--- src/rtl/matrix_mac_sequencer_if.sv ---
// Bus bundle for matrix_mac_sequencer.
//   start/abort            : control requests into the sequencer
//   a_addr/a_data          : A store read port (combinational read)
//   b_addr/b_data          : B store read port (combinational read)
//   mac_entry1/2, mac_sum  : operands to the external MAC
//   mac_new_sum, mac_c15   : MAC result and carry-out
//   c_we/c_addr/c_data/c_ovf : C store write port
//   busy/done              : status
// slave modport is the sequencer side; master is the environment side.
interface matrix_mac_sequencer_if;
    logic        start;
    logic        abort;
    logic [3:0]  a_addr;
    logic [7:0]  a_data;
    logic [3:0]  b_addr;
    logic [7:0]  b_data;
    logic [7:0]  mac_entry1;
    logic [7:0]  mac_entry2;
    logic [15:0] mac_sum;
    logic [15:0] mac_new_sum;
    logic        mac_c15;
    logic        c_we;
    logic [3:0]  c_addr;
    logic [15:0] c_data;
    logic        c_ovf;
    logic        busy;
    logic        done;

    modport slave (
        input  start, abort, a_data, b_data, mac_new_sum, mac_c15,
        output a_addr, b_addr, mac_entry1, mac_entry2, mac_sum,
               c_we, c_addr, c_data, c_ovf, busy, done
    );

    modport master (
        output start, abort, a_data, b_data, mac_new_sum, mac_c15,
        input  a_addr, b_addr, mac_entry1, mac_entry2, mac_sum,
               c_we, c_addr, c_data, c_ovf, busy, done
    );
endinterface

--- src/rtl/matrix_mac_sequencer.sv ---
// Sequences C = A x B over NxN row-major matrices (N = 2..4) using an
// external combinational MAC. One MAC step per cycle per inner index k,
// then one WRITE cycle per C element, then a one-cycle DONE pulse.
// Ports:
//   clk   : rising-edge clock
//   rst_n : synchronous active-low reset
//   bus   : matrix_mac_sequencer_if.slave (control, A/B reads, MAC, C write, status)
module matrix_mac_sequencer #(
    parameter int unsigned N = 2
) (
    input  logic                          clk,
    input  logic                          rst_n,
    matrix_mac_sequencer_if.slave         bus
);

    localparam logic [1:0] LAST = 2'(N - 1);
    localparam logic [3:0] DIM  = 4'(N);

    typedef enum logic [1:0] {
        ST_IDLE,
        ST_MAC,
        ST_WRITE,
        ST_DONE
    } state_t;

    state_t      state, state_nxt;
    logic [1:0]  i, j, k;
    logic [15:0] acc;
    logic        ovf;

    logic [3:0]  a_idx, b_idx, c_idx;

    assign a_idx = {2'b00, i} * DIM + {2'b00, k};
    assign b_idx = {2'b00, k} * DIM + {2'b00, j};
    assign c_idx = {2'b00, i} * DIM + {2'b00, j};

    // State register
    always_ff @(posedge clk) begin
        if (!rst_n) state <= ST_IDLE;
        else        state <= state_nxt;
    end

    // Next-state logic; abort wins over both start and WRITE advance
    always_comb begin
        state_nxt = state;
        case (state)
            ST_IDLE:  if (bus.start) state_nxt = ST_MAC;
            ST_MAC: begin
                if (bus.abort)      state_nxt = ST_IDLE;
                else if (k == LAST) state_nxt = ST_WRITE;
            end
            ST_WRITE: begin
                if (bus.abort)                       state_nxt = ST_IDLE;
                else if (i == LAST && j == LAST)     state_nxt = ST_DONE;
                else                                 state_nxt = ST_MAC;
            end
            ST_DONE:  state_nxt = ST_IDLE;
            default:  state_nxt = ST_IDLE;
        endcase
    end

    // Index / accumulator datapath
    always_ff @(posedge clk) begin
        if (!rst_n) begin
            i   <= '0;
            j   <= '0;
            k   <= '0;
            acc <= '0;
            ovf <= 1'b0;
        end else begin
            case (state)
                ST_IDLE: begin
                    if (bus.start) begin
                        i   <= '0;
                        j   <= '0;
                        k   <= '0;
                        acc <= '0;
                        ovf <= 1'b0;
                    end
                end
                ST_MAC: begin
                    if (!bus.abort) begin
                        acc <= bus.mac_new_sum;
                        ovf <= ovf | bus.mac_c15;
                        if (k != LAST) k <= k + 2'd1;
                    end
                end
                ST_WRITE: begin
                    acc <= '0;
                    ovf <= 1'b0;
                    k   <= '0;
                    if (!bus.abort) begin
                        if (j != LAST) begin
                            j <= j + 2'd1;
                        end else if (i != LAST) begin
                            j <= '0;
                            i <= i + 2'd1;
                        end
                    end
                end
                default: ;
            endcase
        end
    end

    assign bus.mac_entry1 = bus.a_data;
    assign bus.mac_entry2 = bus.b_data;

    // Outputs are state-decoded so every bus signal is zero outside its phase
    always_comb begin
        bus.a_addr  = '0;
        bus.b_addr  = '0;
        bus.mac_sum = '0;
        bus.c_we    = 1'b0;
        bus.c_addr  = '0;
        bus.c_data  = '0;
        bus.c_ovf   = 1'b0;
        bus.busy    = (state != ST_IDLE);
        bus.done    = (state == ST_DONE);
        case (state)
            ST_MAC: begin
                bus.a_addr  = a_idx;
                bus.b_addr  = b_idx;
                bus.mac_sum = acc;
            end
            ST_WRITE: begin
                bus.c_we   = 1'b1;
                bus.c_addr = c_idx;
                bus.c_data = acc;
                bus.c_ovf  = ovf;
            end
            default: ;
        endcase
    end

endmodule

--- src/flat_wrapper.sv ---
// flat-port wrapper written by rule: the top's interface ports become plain ports
module matrix_mac_sequencer_flat 
#(
    parameter int unsigned N = 2
)
  (clk, rst_n, bus_start, bus_abort, bus_a_data, bus_b_data, bus_mac_new_sum, bus_mac_c15, bus_a_addr, bus_b_addr, bus_mac_entry1, bus_mac_entry2, bus_mac_sum, bus_c_we, bus_c_addr, bus_c_data, bus_c_ovf, bus_busy, bus_done);
  matrix_mac_sequencer_if bus_i ();
  input  logic clk;
  input  logic rst_n;
  input wire logic [$bits(bus_i.start)-1:0] bus_start;
  input wire logic [$bits(bus_i.abort)-1:0] bus_abort;
  input wire logic [$bits(bus_i.a_data)-1:0] bus_a_data;
  input wire logic [$bits(bus_i.b_data)-1:0] bus_b_data;
  input wire logic [$bits(bus_i.mac_new_sum)-1:0] bus_mac_new_sum;
  input wire logic [$bits(bus_i.mac_c15)-1:0] bus_mac_c15;
  output wire logic [$bits(bus_i.a_addr)-1:0] bus_a_addr;
  output wire logic [$bits(bus_i.b_addr)-1:0] bus_b_addr;
  output wire logic [$bits(bus_i.mac_entry1)-1:0] bus_mac_entry1;
  output wire logic [$bits(bus_i.mac_entry2)-1:0] bus_mac_entry2;
  output wire logic [$bits(bus_i.mac_sum)-1:0] bus_mac_sum;
  output wire logic [$bits(bus_i.c_we)-1:0] bus_c_we;
  output wire logic [$bits(bus_i.c_addr)-1:0] bus_c_addr;
  output wire logic [$bits(bus_i.c_data)-1:0] bus_c_data;
  output wire logic [$bits(bus_i.c_ovf)-1:0] bus_c_ovf;
  output wire logic [$bits(bus_i.busy)-1:0] bus_busy;
  output wire logic [$bits(bus_i.done)-1:0] bus_done;
  assign bus_i.start = bus_start;
  assign bus_i.abort = bus_abort;
  assign bus_i.a_data = bus_a_data;
  assign bus_i.b_data = bus_b_data;
  assign bus_i.mac_new_sum = bus_mac_new_sum;
  assign bus_i.mac_c15 = bus_mac_c15;
  assign bus_a_addr = bus_i.a_addr;
  assign bus_b_addr = bus_i.b_addr;
  assign bus_mac_entry1 = bus_i.mac_entry1;
  assign bus_mac_entry2 = bus_i.mac_entry2;
  assign bus_mac_sum = bus_i.mac_sum;
  assign bus_c_we = bus_i.c_we;
  assign bus_c_addr = bus_i.c_addr;
  assign bus_c_data = bus_i.c_data;
  assign bus_c_ovf = bus_i.c_ovf;
  assign bus_busy = bus_i.busy;
  assign bus_done = bus_i.done;
  matrix_mac_sequencer #(.N(N)) u_core (.clk(clk), .rst_n(rst_n), .bus(bus_i));
endmodule
--- config.mk ---
export PLATFORM = sky130hd
export DESIGN_NAME = matrix_mac_sequencer_flat
export DESIGN_NICKNAME = d
export VERILOG_FILES = /design/src/rtl/matrix_mac_sequencer_if.sv /design/src/rtl/matrix_mac_sequencer.sv /design/src/flat_wrapper.sv
export SDC_FILE = /design/constraint.sdc
export NUM_CORES = 1
export LEC_CHECK = 0
export BUFFER_PORTS_ARGS = -buffer_cell sky130_fd_sc_hd__buf_4
export CORE_ASPECT_RATIO = 0.5
export CORE_MARGIN = 3
export CORE_UTILIZATION = 27
export CTS_CLUSTER_SIZE = 24
export DETAILED_ROUTE_END_ITERATION = 10
export PLACE_DENSITY_LB_ADDON = 0.05
export SLEW_MARGIN = 30
export SYNTH_ARGS = -nofsm -noshare
export SYNTH_HDL_FRONTEND = slang
export SYNTH_SLANG_ARGS = --single-unit
--- constraint.sdc ---
create_clock -name clk -period 3 [get_ports clk]
set_clock_uncertainty 0.15 [all_clocks]
set_input_delay 0.3 -clock clk [delete_from_list [all_inputs] [get_ports clk]]
set_output_delay 0.3 -clock clk [all_outputs]
set_load 0.01 [all_outputs]
==> flow_summary_export.csv <==
group,metric,value,unit
worst_setup_path,critical-path-slowest-cell,"inv_1",
worst_setup_path,cp-start-kind,"register",
placed_design,dp_hpwl,2911,um
route,viasPerCell,4.425,
clocking,htreeDepth,1,
die,row_count,18,
synthesis,yosys.area_share.simple,36.32,%
grt,grt_pass1_wl,6472,um
synthesis,synth-seq-cells,25,
final_layout,fillers,579,
final_layout,area_growth,34.51,%
synthesis,yosys-top-cells-area,"dfxtp_1 33%, and2_1 18%, nand2_1 9.4%",
clocking,cts_hold_buf,0,
worst_setup_path,end_kind,"output port",
route,wl_met1,1743,um
final_layout,drive_gt1_share,32.65,%
worst_hold_path,hold_class,"in2reg",
route,dr_wl_met2,1808,um
grt,gr-total-overflow,0,
synthesis,yosysUniqueCellTypes,26,
die,die_w,112.2,um
worst_hold_path,min_path_cells,3,
synthesis,syn_inst,197,
worst_setup_path,path_class,"reg2out",
outcome,outcome,"finished, final reports clean",
die,die_h,59.10,um
power,power_density,372.0,nW/um^2
sta,report.final.slew_viol_count,0,
worst_setup_path,cpPeakStageDelay,0.47,ns
worst_setup_path,path_cells,"nand2b_1, inv_1, and2_1, buf_4",
worst_setup_path,cp_num_buf_inv,2,
synthesis,synth_ff_type,"dfxtp_1",
die,initial_core_util,29.40,%
synthesis,muxShareOfSynthArea,0.6574,%
sta,rsz0062_at_grt,"no",
synthesis,synth_compound_area_share,12.08,%
clocking,cts_buffers,3,
route,drc,0,
clocking,postCtsSetupBuffers,0,
synthesis,synth_top_cell_by_area,"dfxtp_1",
route,ant_nets,0,
synthesis,synthesis.area,1523,um^2
sta,min_period,2.110,ns
sta,slew_headroom,49.29,%
worst_hold_path,whs_endpoint,"u_core.ovf$_SDFFE_PN0P_",
job,maxCapViolations,0,
sta,setup_viol,0,
clocking,clock_sinks,25,
worst_setup_path,timing.rr.end,"u_core.k[1]$_SDFFE_PN0P_",
synthesis,synth_nets,242,
placed_design,port_buffers,68,
clocking,clk_path_buf_depth,2,
synthesis,synth_top_area_share,32.87,%
final_layout,num_antenna_cells,0,
power,ir_drop,205.3,uV
placed_design,place_congestion,0.6904,
power,power,0.7619,mW
worst_setup_path,rr_worst_depth,4,
worst_setup_path,reg2reg_from,"u_core.state[0]$_SDFFE_PN0P_",
worst_setup_path,critPathArrivalTime,1.66,ns
route,vias,1394,
route,met3_length,318,um
worst_setup_path,cp_max_fo,24,
sta,tns,0,ns
worst_hold_path,hold_start,"bus_mac_c15",
clocking,clkSlewWorstSetupHoldPaths,0.07,ns
sta,max_slew.worst_pin.slew,0.7606,ns
route,drtPass1Iterations,4,
synthesis,synth_top_family_by_area,"simple AND/OR/NAND/NOR gates",
clocking,cts_resized,0,
worst_setup_path,reg2reg_setup_slack,1.21,ns
synthesis,synth_async_sr_flop_share,0,%
route,totalWireLength,3900,um
clocking,cts_tree,"yes",
synthesis,post-synth-top-count-cell,"and2_1",
synthesis,ys_seq_area_share,32.87,%
die,core,5180,um^2
grt,grt_usage,12.01,%
worst_setup_path,worstPathRequired,2.55,ns
power,leakagePower,0.9815,nW
synthesis,synthAdderAreaFrac,6.574,%
synthesis,synth_common_cells,"45 x and2_1, 38 x nand2_1, 25 x dfxtp_1",
synthesis,synth_xor_area_share,0,%
route,wl_per_cell,12.38,um
sta,fmax,0.4740,GHz
route,highest_layer,"met4",
route,dr.first_iter.drc_count,42,
synthesis,synth_warnings,0,
grt,antenna_found_initial,0,
worst_setup_path,critPathTopFamily,"buffers and inverters",
final_layout,finish.net_count,291,
die,pin_count,101,
grt,grt_max_degree,25,
synthesis,synth_edf_count,0,
grt,grt_pass1_vias,1341,
clocking,clkLatencyLatePin,0.25,ns
sta,timing.final.crit_share,70.33,%
synthesis,postSynthAreaPerCell,7.729,um^2
die,die_area,6631,um^2
clocking,cts-root-buf,"clkbuf_16",
sta,final_hold_viol_count,0,
metrics by stage:
step / std cells / cell area (um^2) / util (%) / setup slack, ns / hold WS [ns]
3_5_place_dp: 311 / 1968 / 38.00 / 1.135 / 0.3003
2_1_floorplan: 197 / 1523 / - / 1.420 / 0.2785
6_report: 315 / 2048 / 39.54 / 0.8902 / 0.1215
4_1_cts: 315 / 2048 / 39.54 / 0.8403 / 0.1242
5_1_grt: 315 / 2048 / 39.54 / 0.6558 / 0.1286
3_3_place_gp: 311 / 1968 / 38.00 / 1.179 / 0.2973
logic make-up after synthesis:
family                     Yosys count
AOI/OAI and AO/OA                   31
adders and majority gates            8
buffers and inverters               29
DFF                                 25
muxes                                1
and+or+nand+nor                    103
flip-flops by register name (all words and copies together), names as in the netlist:
register	flops
u_core.j	2
u_core.k	2
u_core.acc	16
u_core.ovf	1
u_core.state	2
u_core.i	2
layout by cell type (no fill, tap or decap):
cell        n
a21oi_1    21
a31o_2      2
and2_1     45
and4b_1     2
buf_4      69
clkbuf_16   3
clkinv_2    1
dfxtp_1    25
ha_1        8
inv_1       4
mux2i_1     1
nand2_1    38
nand2_2     1
nand2b_1    5
nand2b_4    1
nor2_1      4
nor2b_1     2
nor3_1      2
nor4_1      1
o2111ai_1   1
o21a_1      3
o21ai_0     2
o21ai_2     1
o21bai_2    1
or2_2       1
or4_1       1
routing by layer:
layer	up-vias	track usage, %
li1	721	-
met5	-	0
met1	622	14.95
met4	0	2.055
met2	41	20.07
met3	10	4.995
layout make-up:
class                      count  area, um^2  share of cell area, %
sequential                    25       500.5                  24.43
tap                           70       87.58                  4.276
multi-input combinational    143       847.1                  41.36
clock inverter                 1       5.005                 0.2443
timing repair buffer          69       518.0                  25.29
clock buffer                   3       75.07                  3.665
inverter                       4       15.01                 0.7330
worst reg2reg max path: stages (launching register included):
cell,delay (ns)
dfxtp_1,0.44
o21bai_2,0.21
o21a_1,0.59
nor4_1,0.10
o21a_1,0.20
worst max-delay path by stage:
stage | cells past startpoint | slack [ns] | end | start
2_1_floorplan | 4 | 1.42 | bus_c_data[10] | u_core.state[0]$_SDFFE_PN0P_
3_3_place_gp | 4 | 1.18 | bus_c_data[1] | u_core.state[0]$_SDFFE_PN0P_
3_5_place_dp | 4 | 1.13 | bus_c_data[3] | u_core.state[1]$_SDFFE_PN0P_
4_1_cts | 4 | 0.84 | bus_c_data[0] | u_core.state[1]$_SDFFE_PN0P_
5_1_grt | 4 | 0.66 | bus_c_data[7] | u_core.state[1]$_SDFFE_PN0P_
6_report | 4 | 0.89 | bus_c_data[1] | u_core.state[1]$_SDFFE_PN0P_
report_power, final:
group / leakage (nW) / internal [mW] / switching (mW) / total [mW]
sequential: 0.204 / 0.346 / 0.0110 / 0.357
combinational: 0.737 / 0.0470 / 0.0585 / 0.106
clock: 0.0409 / 0.180 / 0.119 / 0.299
Note: power is estimated with default switching activity, not from simulation.
